[config.mk]
export PLATFORM = sky130hd
export DESIGN_NAME = dwc_ddrphy_zcal_sar
export DESIGN_NICKNAME = d
export VERILOG_FILES = /design/src/rtl/dwc_ddrphy_zcal_pkg.sv /design/src/rtl/dwc_ddrphy_zcal_vote.sv /design/src/rtl/dwc_ddrphy_zcal_sar.sv
export SDC_FILE = /design/constraint.sdc
export NUM_CORES = 1
export LEC_CHECK = 0
export ABC_AREA = 0
export CAP_MARGIN = 20
export CORE_ASPECT_RATIO = 0.6
export CORE_UTILIZATION = 45
export DETAILED_ROUTE_END_ITERATION = 10
export GPL_TIMING_DRIVEN = 0
export HOLD_SLACK_MARGIN = 0.05
export PLACE_DENSITY = 0.67
export SYNTH_ARGS = -nofsm -noshare
export SYNTH_HDL_FRONTEND = slang
export SYNTH_SLANG_ARGS = --single-unit
[constraint.sdc]
create_clock -name DfiClk -period 5.71 [get_ports DfiClk]
set_input_delay 1.142 -clock DfiClk [delete_from_list [all_inputs] [get_ports DfiClk]]
set_output_delay 1.142 -clock DfiClk [all_outputs]
set_load 0.02 [all_outputs]
[src/rtl/dwc_ddrphy_zcal_pkg.sv]
// Shared types and constants for the ZCAL successive-approximation controller.
package dwc_ddrphy_zcal_pkg;

   typedef enum logic [2:0] {
      ST_IDLE   = 3'd0,
      ST_SELECT = 3'd1,
      ST_SETTLE = 3'd2,
      ST_SYNC   = 3'd3,
      ST_SAMPLE = 3'd4,
      ST_DECIDE = 3'd5,
      ST_GAP    = 3'd6,
      ST_DONE   = 3'd7
   } zcalState_t;

   typedef enum logic [1:0] {
      PH_PU  = 2'd0,
      PH_PD  = 2'd1,
      PH_DAC = 2'd2
   } zcalPhase_t;

   // Result of searching the enable mask for the next phase to run
   typedef struct packed {
      logic       valid;
      zcalPhase_t phase;
   } phaseSel_t;

   localparam int PU_W   = 5;
   localparam int PD_W   = 5;
   localparam int DAC_W  = 8;
   localparam int CODE_W = 8;   // widest code; narrower codes are zero-extended
   localparam int IDX_W  = 3;   // enough to index bit 7

   localparam logic [2:0] VIO_NONE = 3'b000;
   localparam logic [2:0] VIO_EXT  = 3'b001;
   localparam logic [2:0] VIO_INT  = 3'b010;
   localparam logic [2:0] VIO_CMPR = 3'b100;

   // One-hot per phase; doubles as the CalErr bit position of that phase
   function automatic logic [2:0] phaseOneHot(zcalPhase_t ph);
      logic [2:0] oh;
      case (ph)
         PH_PU:   oh = VIO_EXT;
         PH_PD:   oh = VIO_INT;
         PH_DAC:  oh = VIO_CMPR;
         default: oh = VIO_NONE;
      endcase
      return oh;
   endfunction

   // Index of the code MSB for a phase
   function automatic logic [IDX_W-1:0] phaseMsb(zcalPhase_t ph);
      logic [IDX_W-1:0] msb;
      case (ph)
         PH_PU:   msb = IDX_W'(PU_W - 1);
         PH_PD:   msb = IDX_W'(PD_W - 1);
         default: msb = IDX_W'(DAC_W - 1);
      endcase
      return msb;
   endfunction

   // All-ones value of a phase code, zero-extended to CODE_W
   function automatic logic [CODE_W-1:0] phaseMask(zcalPhase_t ph);
      logic [CODE_W-1:0] mask;
      case (ph)
         PH_PU:   mask = CODE_W'((1 << PU_W) - 1);
         PH_PD:   mask = CODE_W'((1 << PD_W) - 1);
         default: mask = CODE_W'((1 << DAC_W) - 1);
      endcase
      return mask;
   endfunction

   // First enabled phase whose index is >= fromIdx (fromIdx 3 finds nothing)
   function automatic phaseSel_t findPhase(logic [2:0] en, logic [1:0] fromIdx);
      phaseSel_t sel;
      sel.valid = 1'b0;
      sel.phase = PH_PU;
      for (int i = 2; i >= 0; i--) begin
         if (en[i] && (i >= int'(fromIdx))) begin
            sel.valid = 1'b1;
            sel.phase = zcalPhase_t'(2'(i));
         end
      end
      return sel;
   endfunction

endpackage

[src/rtl/dwc_ddrphy_zcal_vote.sv]
// Two-flop synchronizer on the selected comparator bit followed by a
// majority-vote ones counter. VOTE_N must be odd.
module dwc_ddrphy_zcal_vote #(
   parameter int VOTE_N = 3
) (
   input  logic clk,
   input  logic rst,
   input  logic cmpRaw,
   input  logic clear,
   input  logic enable,
   output logic vote
);

   localparam int CNT_W = $clog2(VOTE_N + 1);

   logic             syncMeta;
   logic             syncStable;
   logic [CNT_W-1:0] onesReg;

   // Bring the asynchronous comparator output into the clock domain
   always_ff @(posedge clk or posedge rst) begin
      if (rst) begin
         syncMeta   <= 1'b0;
         syncStable <= 1'b0;
      end else begin
         syncMeta   <= cmpRaw;
         syncStable <= syncMeta;
      end
   end

   // Count synchronized ones across the sample window
   always_ff @(posedge clk or posedge rst) begin
      if (rst) begin
         onesReg <= '0;
      end else if (clear) begin
         onesReg <= '0;
      end else if (enable) begin
         onesReg <= onesReg + CNT_W'(syncStable);
      end
   end

   assign vote = (onesReg > CNT_W'(VOTE_N / 2));

endmodule

[src/rtl/dwc_ddrphy_zcal_sar.sv]
// Successive-approximation calibration controller: walks PU, PD and DAC codes
// bit by bit against the calibration comparator and leaves the results on
// the code outputs.
module dwc_ddrphy_zcal_sar
   import dwc_ddrphy_zcal_pkg::*;
#(
   parameter int SETTLE_W = 12,
   parameter int VOTE_N   = 3
) (
   input  logic                DfiClk,
   input  logic                Reset,
   input  logic                CalStart,
   input  logic [2:0]          csrCalPhaseEn,
   input  logic [SETTLE_W-1:0] csrSettleCycles,
   input  logic                csrCmpInvertCalDrvPu50,
   input  logic                csrCmpInvertCalDrvPd50,
   input  logic                csrCmpInvertCalDac50,
   input  logic [2:0]          CmpOut,
   output logic                CalExt_VIO,
   output logic                CalInt_VIO,
   output logic                CalCmpr_VIO,
   output logic [PU_W-1:0]     calDrvPU,
   output logic [PD_W-1:0]     calDrvPD,
   output logic [DAC_W-1:0]    CalDac,
   output logic                CalBusy,
   output logic                CalDone,
   output logic [2:0]          CalErr
);

   zcalState_t          stateReg, stateNext;
   zcalPhase_t          phaseReg, phaseNext;
   logic [2:0]          enReg, enNext;
   logic [SETTLE_W-1:0] settleReg, settleNext;
   logic [SETTLE_W-1:0] cntReg, cntNext;
   logic [IDX_W-1:0]    bitIdxReg, bitIdxNext;
   logic [PU_W-1:0]     puReg, puNext;
   logic [PD_W-1:0]     pdReg, pdNext;
   logic [DAC_W-1:0]    dacReg, dacNext;
   logic [2:0]          vioReg, vioNext;
   logic [2:0]          errReg, errNext;
   logic                busyReg, busyNext;
   logic                doneReg, doneNext;

   logic                startAcc;
   phaseSel_t           firstSel, nextSel;
   logic [CODE_W-1:0]   curCode, newCode;
   logic [IDX_W-1:0]    msbIdx;
   logic                codeWrite;
   logic                cmpSel, invSel;
   logic                vote, codeHigh;
   logic                voteClear, voteEn;

   assign startAcc = CalStart && ((stateReg == ST_IDLE) || (stateReg == ST_DONE));
   assign firstSel = findPhase(csrCalPhaseEn, 2'd0);
   assign nextSel  = findPhase(enReg, 2'(phaseReg) + 2'd1);
   assign msbIdx   = phaseMsb(phaseReg);
   assign codeHigh = vote ^ invSel;

   // Route the active phase's code, comparator bit and polarity
   always_comb begin
      curCode = {{(CODE_W-DAC_W){1'b0}}, dacReg};
      cmpSel  = CmpOut[2];
      invSel  = csrCmpInvertCalDac50;
      case (phaseReg)
         PH_PU: begin
            curCode = {{(CODE_W-PU_W){1'b0}}, puReg};
            cmpSel  = CmpOut[0];
            invSel  = csrCmpInvertCalDrvPu50;
         end
         PH_PD: begin
            curCode = {{(CODE_W-PD_W){1'b0}}, pdReg};
            cmpSel  = CmpOut[1];
            invSel  = csrCmpInvertCalDrvPd50;
         end
         default: ;
      endcase
   end

   // Counter is cleared while the synchronizer flushes, counts during SAMPLE
   assign voteClear = (stateReg == ST_SYNC);
   assign voteEn    = (stateReg == ST_SAMPLE);

   dwc_ddrphy_zcal_vote #(
      .VOTE_N (VOTE_N)
   ) uVote (
      .clk    (DfiClk),
      .rst    (Reset),
      .cmpRaw (cmpSel),
      .clear  (voteClear),
      .enable (voteEn),
      .vote   (vote)
   );

   // Next-state, code update and status logic
   always_comb begin
      stateNext  = stateReg;
      phaseNext  = phaseReg;
      enNext     = enReg;
      settleNext = settleReg;
      cntNext    = cntReg;
      bitIdxNext = bitIdxReg;
      puNext     = puReg;
      pdNext     = pdReg;
      dacNext    = dacReg;
      vioNext    = vioReg;
      errNext    = errReg;
      busyNext   = busyReg;
      doneNext   = doneReg;
      newCode    = curCode;
      codeWrite  = 1'b0;

      case (stateReg)
         ST_IDLE, ST_DONE: begin
            if (startAcc) begin
               settleNext = (csrSettleCycles == '0) ? SETTLE_W'(1) : csrSettleCycles;
               enNext     = csrCalPhaseEn;
               errNext    = 3'b000;
               doneNext   = 1'b0;
               busyNext   = 1'b1;
               cntNext    = '0;
               if (firstSel.valid) begin
                  stateNext = ST_SELECT;
                  phaseNext = firstSel.phase;
                  vioNext   = phaseOneHot(firstSel.phase);
               end else begin
                  stateNext = ST_DONE;
               end
            end else if (stateReg == ST_DONE) begin
               // Status flags follow DONE one cycle after entry
               busyNext = 1'b0;
               doneNext = 1'b1;
            end
         end

         ST_SELECT: begin
            newCode         = '0;
            newCode[msbIdx] = 1'b1;
            codeWrite       = 1'b1;
            bitIdxNext      = msbIdx;
            cntNext         = '0;
            stateNext       = ST_SETTLE;
         end

         ST_SETTLE: begin
            if (cntReg == (settleReg - SETTLE_W'(1))) begin
               cntNext   = '0;
               stateNext = ST_SYNC;
            end else begin
               cntNext = cntReg + SETTLE_W'(1);
            end
         end

         ST_SYNC: begin
            if (cntReg == SETTLE_W'(1)) begin
               cntNext   = '0;
               stateNext = ST_SAMPLE;
            end else begin
               cntNext = cntReg + SETTLE_W'(1);
            end
         end

         ST_SAMPLE: begin
            if (cntReg == SETTLE_W'(VOTE_N - 1)) begin
               cntNext   = '0;
               stateNext = ST_DECIDE;
            end else begin
               cntNext = cntReg + SETTLE_W'(1);
            end
         end

         ST_DECIDE: begin
            // Comparator says trial is above target: drop this bit
            newCode   = curCode;
            codeWrite = 1'b1;
            cntNext   = '0;
            if (codeHigh) begin
               newCode[bitIdxReg] = 1'b0;
            end
            if (bitIdxReg != '0) begin
               newCode[bitIdxReg - IDX_W'(1)] = 1'b1;
               bitIdxNext = bitIdxReg - IDX_W'(1);
               stateNext  = ST_SETTLE;
            end else begin
               vioNext   = VIO_NONE;
               stateNext = ST_GAP;
            end
         end

         ST_GAP: begin
            if ((curCode == '0) || (curCode == phaseMask(phaseReg))) begin
               errNext = errReg | phaseOneHot(phaseReg);
            end
            if (nextSel.valid) begin
               phaseNext = nextSel.phase;
               vioNext   = phaseOneHot(nextSel.phase);
               stateNext = ST_SELECT;
            end else begin
               stateNext = ST_DONE;
            end
         end

         default: stateNext = ST_IDLE;
      endcase

      if (codeWrite) begin
         case (phaseReg)
            PH_PU:   puNext  = newCode[PU_W-1:0];
            PH_PD:   pdNext  = newCode[PD_W-1:0];
            default: dacNext = newCode[DAC_W-1:0];
         endcase
      end
   end

   // State and datapath registers; reset clears everything mid-sequence too
   always_ff @(posedge DfiClk or posedge Reset) begin
      if (Reset) begin
         stateReg  <= ST_IDLE;
         phaseReg  <= PH_PU;
         enReg     <= 3'b000;
         settleReg <= SETTLE_W'(1);
         cntReg    <= '0;
         bitIdxReg <= '0;
         puReg     <= '0;
         pdReg     <= '0;
         dacReg    <= '0;
         vioReg    <= VIO_NONE;
         errReg    <= 3'b000;
         busyReg   <= 1'b0;
         doneReg   <= 1'b0;
      end else begin
         stateReg  <= stateNext;
         phaseReg  <= phaseNext;
         enReg     <= enNext;
         settleReg <= settleNext;
         cntReg    <= cntNext;
         bitIdxReg <= bitIdxNext;
         puReg     <= puNext;
         pdReg     <= pdNext;
         dacReg    <= dacNext;
         vioReg    <= vioNext;
         errReg    <= errNext;
         busyReg   <= busyNext;
         doneReg   <= doneNext;
      end
   end

   assign CalExt_VIO  = vioReg[0];
   assign CalInt_VIO  = vioReg[1];
   assign CalCmpr_VIO = vioReg[2];
   assign calDrvPU    = puReg;
   assign calDrvPD    = pdReg;
   assign CalDac      = dacReg;
   assign CalBusy     = busyReg;
   assign CalDone     = doneReg;
   assign CalErr      = errReg;

endmodule

Yosys cells after proc, flatten, opt, wreduce, memory -nomap -nowiden

Index checks and enable logic that the tools add are counted.

Flip-flop bits (word level): 65
Input port bits: 24
Output and inout bits: 26
Logic and storage cells: 161

Add/sub/neg operators: 5
Order comparisons: 10
Equal/unequal tests: 26
Mux-type cells: 62
Bitwise gates (word level): 6
Reduce and logical (&&, ||, !) cells: 36

Operators by type and width:

| cell                  | number |
|---|---|
| $mux 3                | 22 |
| $mux 12               | 5 |
| $pmux 12 s5           | 1 |
| $mux 8                | 5 |
| $pmux 3 s3            | 4 |
| $pmux 8 s2            | 2 |
| $pmux 3 s7            | 1 |
| $ne 2x2->1 const B    | 9 |
| $reduce_and 2->1      | 7 |
| $add 12x1->12 const B | 1 |
| $eq 12x1->1 const B   | 1 |
| $eq 12x12->1          | 1 |
| $eq 12x2->1 const B   | 1 |
| $eq 3x3->1 const B    | 4 |
| $logic_not 12->1      | 1 |
| $lt 3x4->1 const B    | 3 |
| $mux 2                | 6 |
| $pmux 3 s2            | 2 |
| $sub 12x1->12 const B | 1 |
| $demux 1 s3           | 3 |
| $ge 3x1->1 const B    | 3 |
| $and 8x8->8           | 1 |
| $eq 8x8->1            | 1 |
| $logic_not 8->1       | 1 |
| other kinds (29)      | 59 |

Logic depth before layout (Yosys ltp)

Depth in word-level cells: 11
Mapped depth: 10
Mapped depth without buffers: 9

By module

From an unflattened synthesis, not the netlist that was laid out.

Cell total of the unflattened synthesis: 494
Area, all modules: 4078.9 um^2

Modules (own cells, without submodules):

| module               | instances | cells an instance | area an instance (um^2) | seq. area each (um^2) |
|---|---|---|---|---|
| dwc_ddrphy_zcal_sar  | 1         | 482               | 3918.8                  | 1527.7 |
| dwc_ddrphy_zcal_vote | 1         | 12                | 160.2                   | 100.1 |

Least setup slack after synthesis

OpenSTA, ideal clock, no wires.

Path kind: input-to-reg
From: in csrCmpInvertCalDrvPd50
To: reg pdReg[4] (netlist: calDrvPD[4])
Setup time: 0.125 ns
Arrival: 2.354 ns
Required time: 5.585 ns
Path slack: 3.231 ns
Stages on the path: 7
Path buffers: 0
Path through: a22o_1 -> a21oi_1 -> xnor2_1 -> a41oi_1 -> nor2_1 -> nand2_1 -> mux2_2

Longest elaborated chain between the ends: 7

RTL lines:

| element                     | RTL line                   | RTL |
|---|---|---|
| start: declaration          | dwc_ddrphy_zcal_sar.sv:16  | `input logic csrCmpInvertCalDrvPd50,` |
| $pmux 1 s2 (*)              | dwc_ddrphy_zcal_sar.sv:64  | `case (phaseReg)` |
| $xor 1x1->1 (*)             | dwc_ddrphy_zcal_sar.sv:57  | `assign codeHigh = vote ^ invSel;` |
| $mux 8 (*)                  | dwc_ddrphy_zcal_sar.sv:176 | `if (codeHigh) begin` |
| $mux 8 (*)                  | dwc_ddrphy_zcal_sar.sv:112 | `case (stateReg)` |
| $or 8x8->8 (no source line) | --                         |  |
| $mux 8 (*)                  | dwc_ddrphy_zcal_sar.sv:179 | `if (bitIdxReg != '0) begin` |
| $pmux 8 s2 (*)              | dwc_ddrphy_zcal_sar.sv:112 |  |
| end signal: assignment      | dwc_ddrphy_zcal_sar.sv:238 | `pdReg <= pdNext;` |
| end: declaration            | dwc_ddrphy_zcal_sar.sv:37  | `logic [PD_W-1:0] pdReg, pdNext;` |

Mark *: on every way between the ends. The rest lies on a longest branch, timed or not. The select of a mux whose other input is x is not followed.
A chain may end at the register's enable or synchronous reset.

Worst setup path in the final report

From: in csrCalPhaseEn[0]
To: reg vioReg[1]

Longest elaborated chain between the ends: 6
Elaborated cells between the ends (all ways): 10
Those cells by class: eq/ne: 3; mux: 5; reduce/logical: 2

RTL lines:

| element                                  | RTL line                   | RTL |
|---|---|---|
| start: declaration                       | dwc_ddrphy_zcal_sar.sv:13  | `input logic [2:0] csrCalPhaseEn,` |
| $mux 3 (*)                               | dwc_ddrphy_zcal_pkg.sv:78  | `if (en[i] && (i >= int'(fromIdx))) begin` |
| $eq 2x2->1, or another cell as far along | dwc_ddrphy_zcal_pkg.sv:41  | `case (ph)` |
| $pmux 3 s3                               | dwc_ddrphy_zcal_pkg.sv:41  |  |
| $mux 3                                   | dwc_ddrphy_zcal_sar.sv:121 | `if (firstSel.valid) begin` |
| $mux 3                                   | dwc_ddrphy_zcal_sar.sv:114 | `if (startAcc) begin` |
| $pmux 3 s3                               | dwc_ddrphy_zcal_sar.sv:112 |  |
| end signal: assignment                   | dwc_ddrphy_zcal_sar.sv:240 | `vioReg <= vioNext;` |
| end: declaration                         | dwc_ddrphy_zcal_sar.sv:39  | `logic [2:0] vioReg, vioNext;` |

Marked as above.

==> impl_metrics.tcl <==
set metrics [dict create \
    yosysWarningCount 0 \
    die-area_mm2 0.00921 \
    via_per_inst 5.89 \
    nets 529 \
    reg2regPathDepth 10 \
    cts-hold-fix-buffers 0 \
    worst_pin_slew_ns 0.949 \
    via_count 3593 \
    setup_viol 0 \
    drive_gt1_frac 0.116 \
    die_w_um 123 \
    grt_pass1_vias 3240 \
    vdd_drop_max_v 0.000235 \
    yosys_register_bits 65 \
    period_share 0.522 \
    crit_top_cell "a21oi_1" \
    grt_max_degree 66 \
    start_util 0.466 \
    power_density_mw_per_mm2 566 \
    power_mw 2.76 \
    critPathLaunchType "input port" \
    synth.avg_cell_area_um2 9.14 \
    antenna_found_initial 0 \
    required_ns 5.98 \
    io_buffers 48 \
    holdPathStages 0 \
    critPathCaptureType "flip-flop" \
    fin_skew_ns 0.00844 \
    cts_resized 0 \
    max_cap_violations 0 \
    synth_top_family_by_area "compound AO/OA/AOI/OAI gates" \
    fin_crit_ns 2.98 \
    fmaxAchievable_mhz 335 \
    synthSimpleGateAreaFrac 0.190 \
    syn_area_mm2 0.00397 \
    cp_cell_sequence "clkdlybuf4s50_1 > o31ai_1 > nand2_1 > a21oi_1 > a21oi_1 > o21ai_0 > nor3_1 > a21o_1" \
    avgRoutedWirePerCell_um 17.2 \
    synthMuxAreaShare 0.0725 \
    drtIter0Drc 360 \
    clockBufferDepth 2 \
    antennaDiodeCount 0 \
    async_reset_ff_frac 1.00 \
    rows 26 \
    track_usage 0.242 \
    seq_area_frac_synth 0.410 \
    fin_ws_ns 2.73 \
    synth-xor-area-share 0.0375 \
    hold_viol 0 \
    clkSlewWorstSetupHoldPaths_ns 0.05 \
    dr.pass1.iters 5 \
    setup_tns_ns 0 \
    synth_cell_types 60 \
    worstHoldPathType "flip-flop to flip-flop" \
    hp-start "uVote.syncMeta" \
    dp_slack_ns 2.45 \
    slew_headroom 0.363 \
    timing.rr.end "CalErr[1]" \
    clk_latency_ns 0.34 \
    rrSetupSlack_ns 2.86 \
    cts_tree "done" \
    dpl.hpwl_mm 7.85 \
    cts_made_buffers 9 \
    drtAntennaViolNets 0 \
    clkSinkCount 65 \
    slew_viol_final 0 \
    rsz0062_at_grt "no" \
    crit_family "compound AO/OA/AOI/OAI gates" \
    syn_to_final_growth_pct 22.6 \
    fp.coreArea_mm2 0.00852 \
    whs_endpoint "uVote.syncStable" \
    r2r-start "phaseReg[1]" \
    cp_max_fo 5 \
    worstPathArrival_ns 3.25 \
    drc 0 \
    cts_setup_buffers 0 \
    synth_edf_count 0 \
    wl_mm 10.5 \
    criticalPathCategory "input port to flip-flop" \
    synth_compound_area_frac 0.206 \
    cts-root-buf "clkbuf_16" \
    status "finished, final reports clean" \
    die_y_um 74.7 \
    overflow 0 \
    syn_inst 434 \
    critPathBufInv 1 \
    cpPeakStageDelay_ns 0.57 \
    grt_pass1_wl_mm 16.6 \
    io_pins 50 \
    p_leak_nw 2.02 \
    synthFlopType "dfrtp_1" \
    place.gp.congestion 0.832 \
    synthAdderAreaFrac 0.0378 \
    slowest_stage "clkdlybuf4s50_1" \
    synth_fp_nets 470 \
    h-tree-depth 3 \
]
## cells in the mapped netlist (all sizes together), types with 5 or more instances
cell type	number	share of area
a21oi	44	0.058
o21ai	33	0.042
nor2	30	0.028
inv	17	0.016
o31ai	6	0.011
xor2	8	0.018
nand2	51	0.048
clkbuf	17	0.020
a22o	9	0.020
nand3	15	0.019
xnor2	9	0.020
nor3	13	0.018
and3	7	0.011
nor2b	5	0.0079
dfrtp	64	0.40
mux2	22	0.062
nor4	7	0.015
ha	12	0.038
a31oi	6	0.011
## area by class of cell
cell class                 instances  area (µm²)
clock inverter                     3        15.0
buffer                            21         116
inverter                          17        66.3
tap                              112         140
clock buffer                      13         260
timing repair buffer              48         480
multi-input combinational        331        2160
sequential                        65        1630
fill                             745        3660
## kinds of logic after synthesis
kind of cell             count (synthesis)
buffers and inverters                   38
AO/OA/AOI/OAI                          126
flip-flops                              65
multiplexers                            26
AND/OR/NAND/NOR                        150
adder cells (fa/ha/maj)                 12
XOR/XNOR                                17
## sequential cells by signal (all words and copies together), names as in the netlist, 2 cells and up
register       cells
bitIdxReg          3
enReg              3
cntReg            12
calDrvPU           5
calDrvPD           5
CalErr             3
vioReg             3
uVote.onesReg      2
phaseReg           2
CalDac             8
settleReg         12
stateReg           3
## layer usage
metal  track usage  routed length (µm)
met5             0                   0
met4        0.0750                 131
met3        0.0636                 897
met2         0.312                4000
met1         0.381                5490
## stage by stage
stage	hold WS [ns]	instance area, µm²	util	cells
after floorplan	0.331	3970	-	434
after global placement	0.337	4590	0.538	594
after detailed placement	0.338	4590	0.539	594
after CTS	0.351	4870	0.571	610
after global routing	0.353	4870	0.571	610
final	0.348	4870	0.571	610
## power by group
group,switching [mW],internal [mW]
combinational,0.841,0.597
clock,0.197,0.315
sequential,0.176,0.631
## worst max-delay path by stage
stage	end	cells past startpoint	from
2_1_floorplan	CalBusy	1	Reset
3_3_place_gp	settleReg[5]	2	Reset
3_5_place_dp	vioReg[0]	7	csrCalPhaseEn[0]
4_1_cts	vioReg[0]	7	csrCalPhaseEn[0]
5_1_grt	vioReg[1]	8	csrCalPhaseEn[0]
6_report	vioReg[1]	8	csrCalPhaseEn[0]
## placed cells by master, fill, tap and decap left out, types with 5 or more instances in the layout
cell type	n
xnor2_1	9
mux2_2	22
clkdlybuf4s50_1	48
nor2b_1	5
inv_1	16
nand2_1	51
xor2_1	8
a22o_1	9
o21ai_0	31
nor3_1	12
nor4_1	6
a21oi_1	43
and3_1	7
nor2_1	30
clkbuf_1	16
a31oi_1	5
dfrtp_1	64
o31ai_1	6
clkbuf_16	9
ha_1	12
nand3_1	15
(Power assumes the default switching activity.)
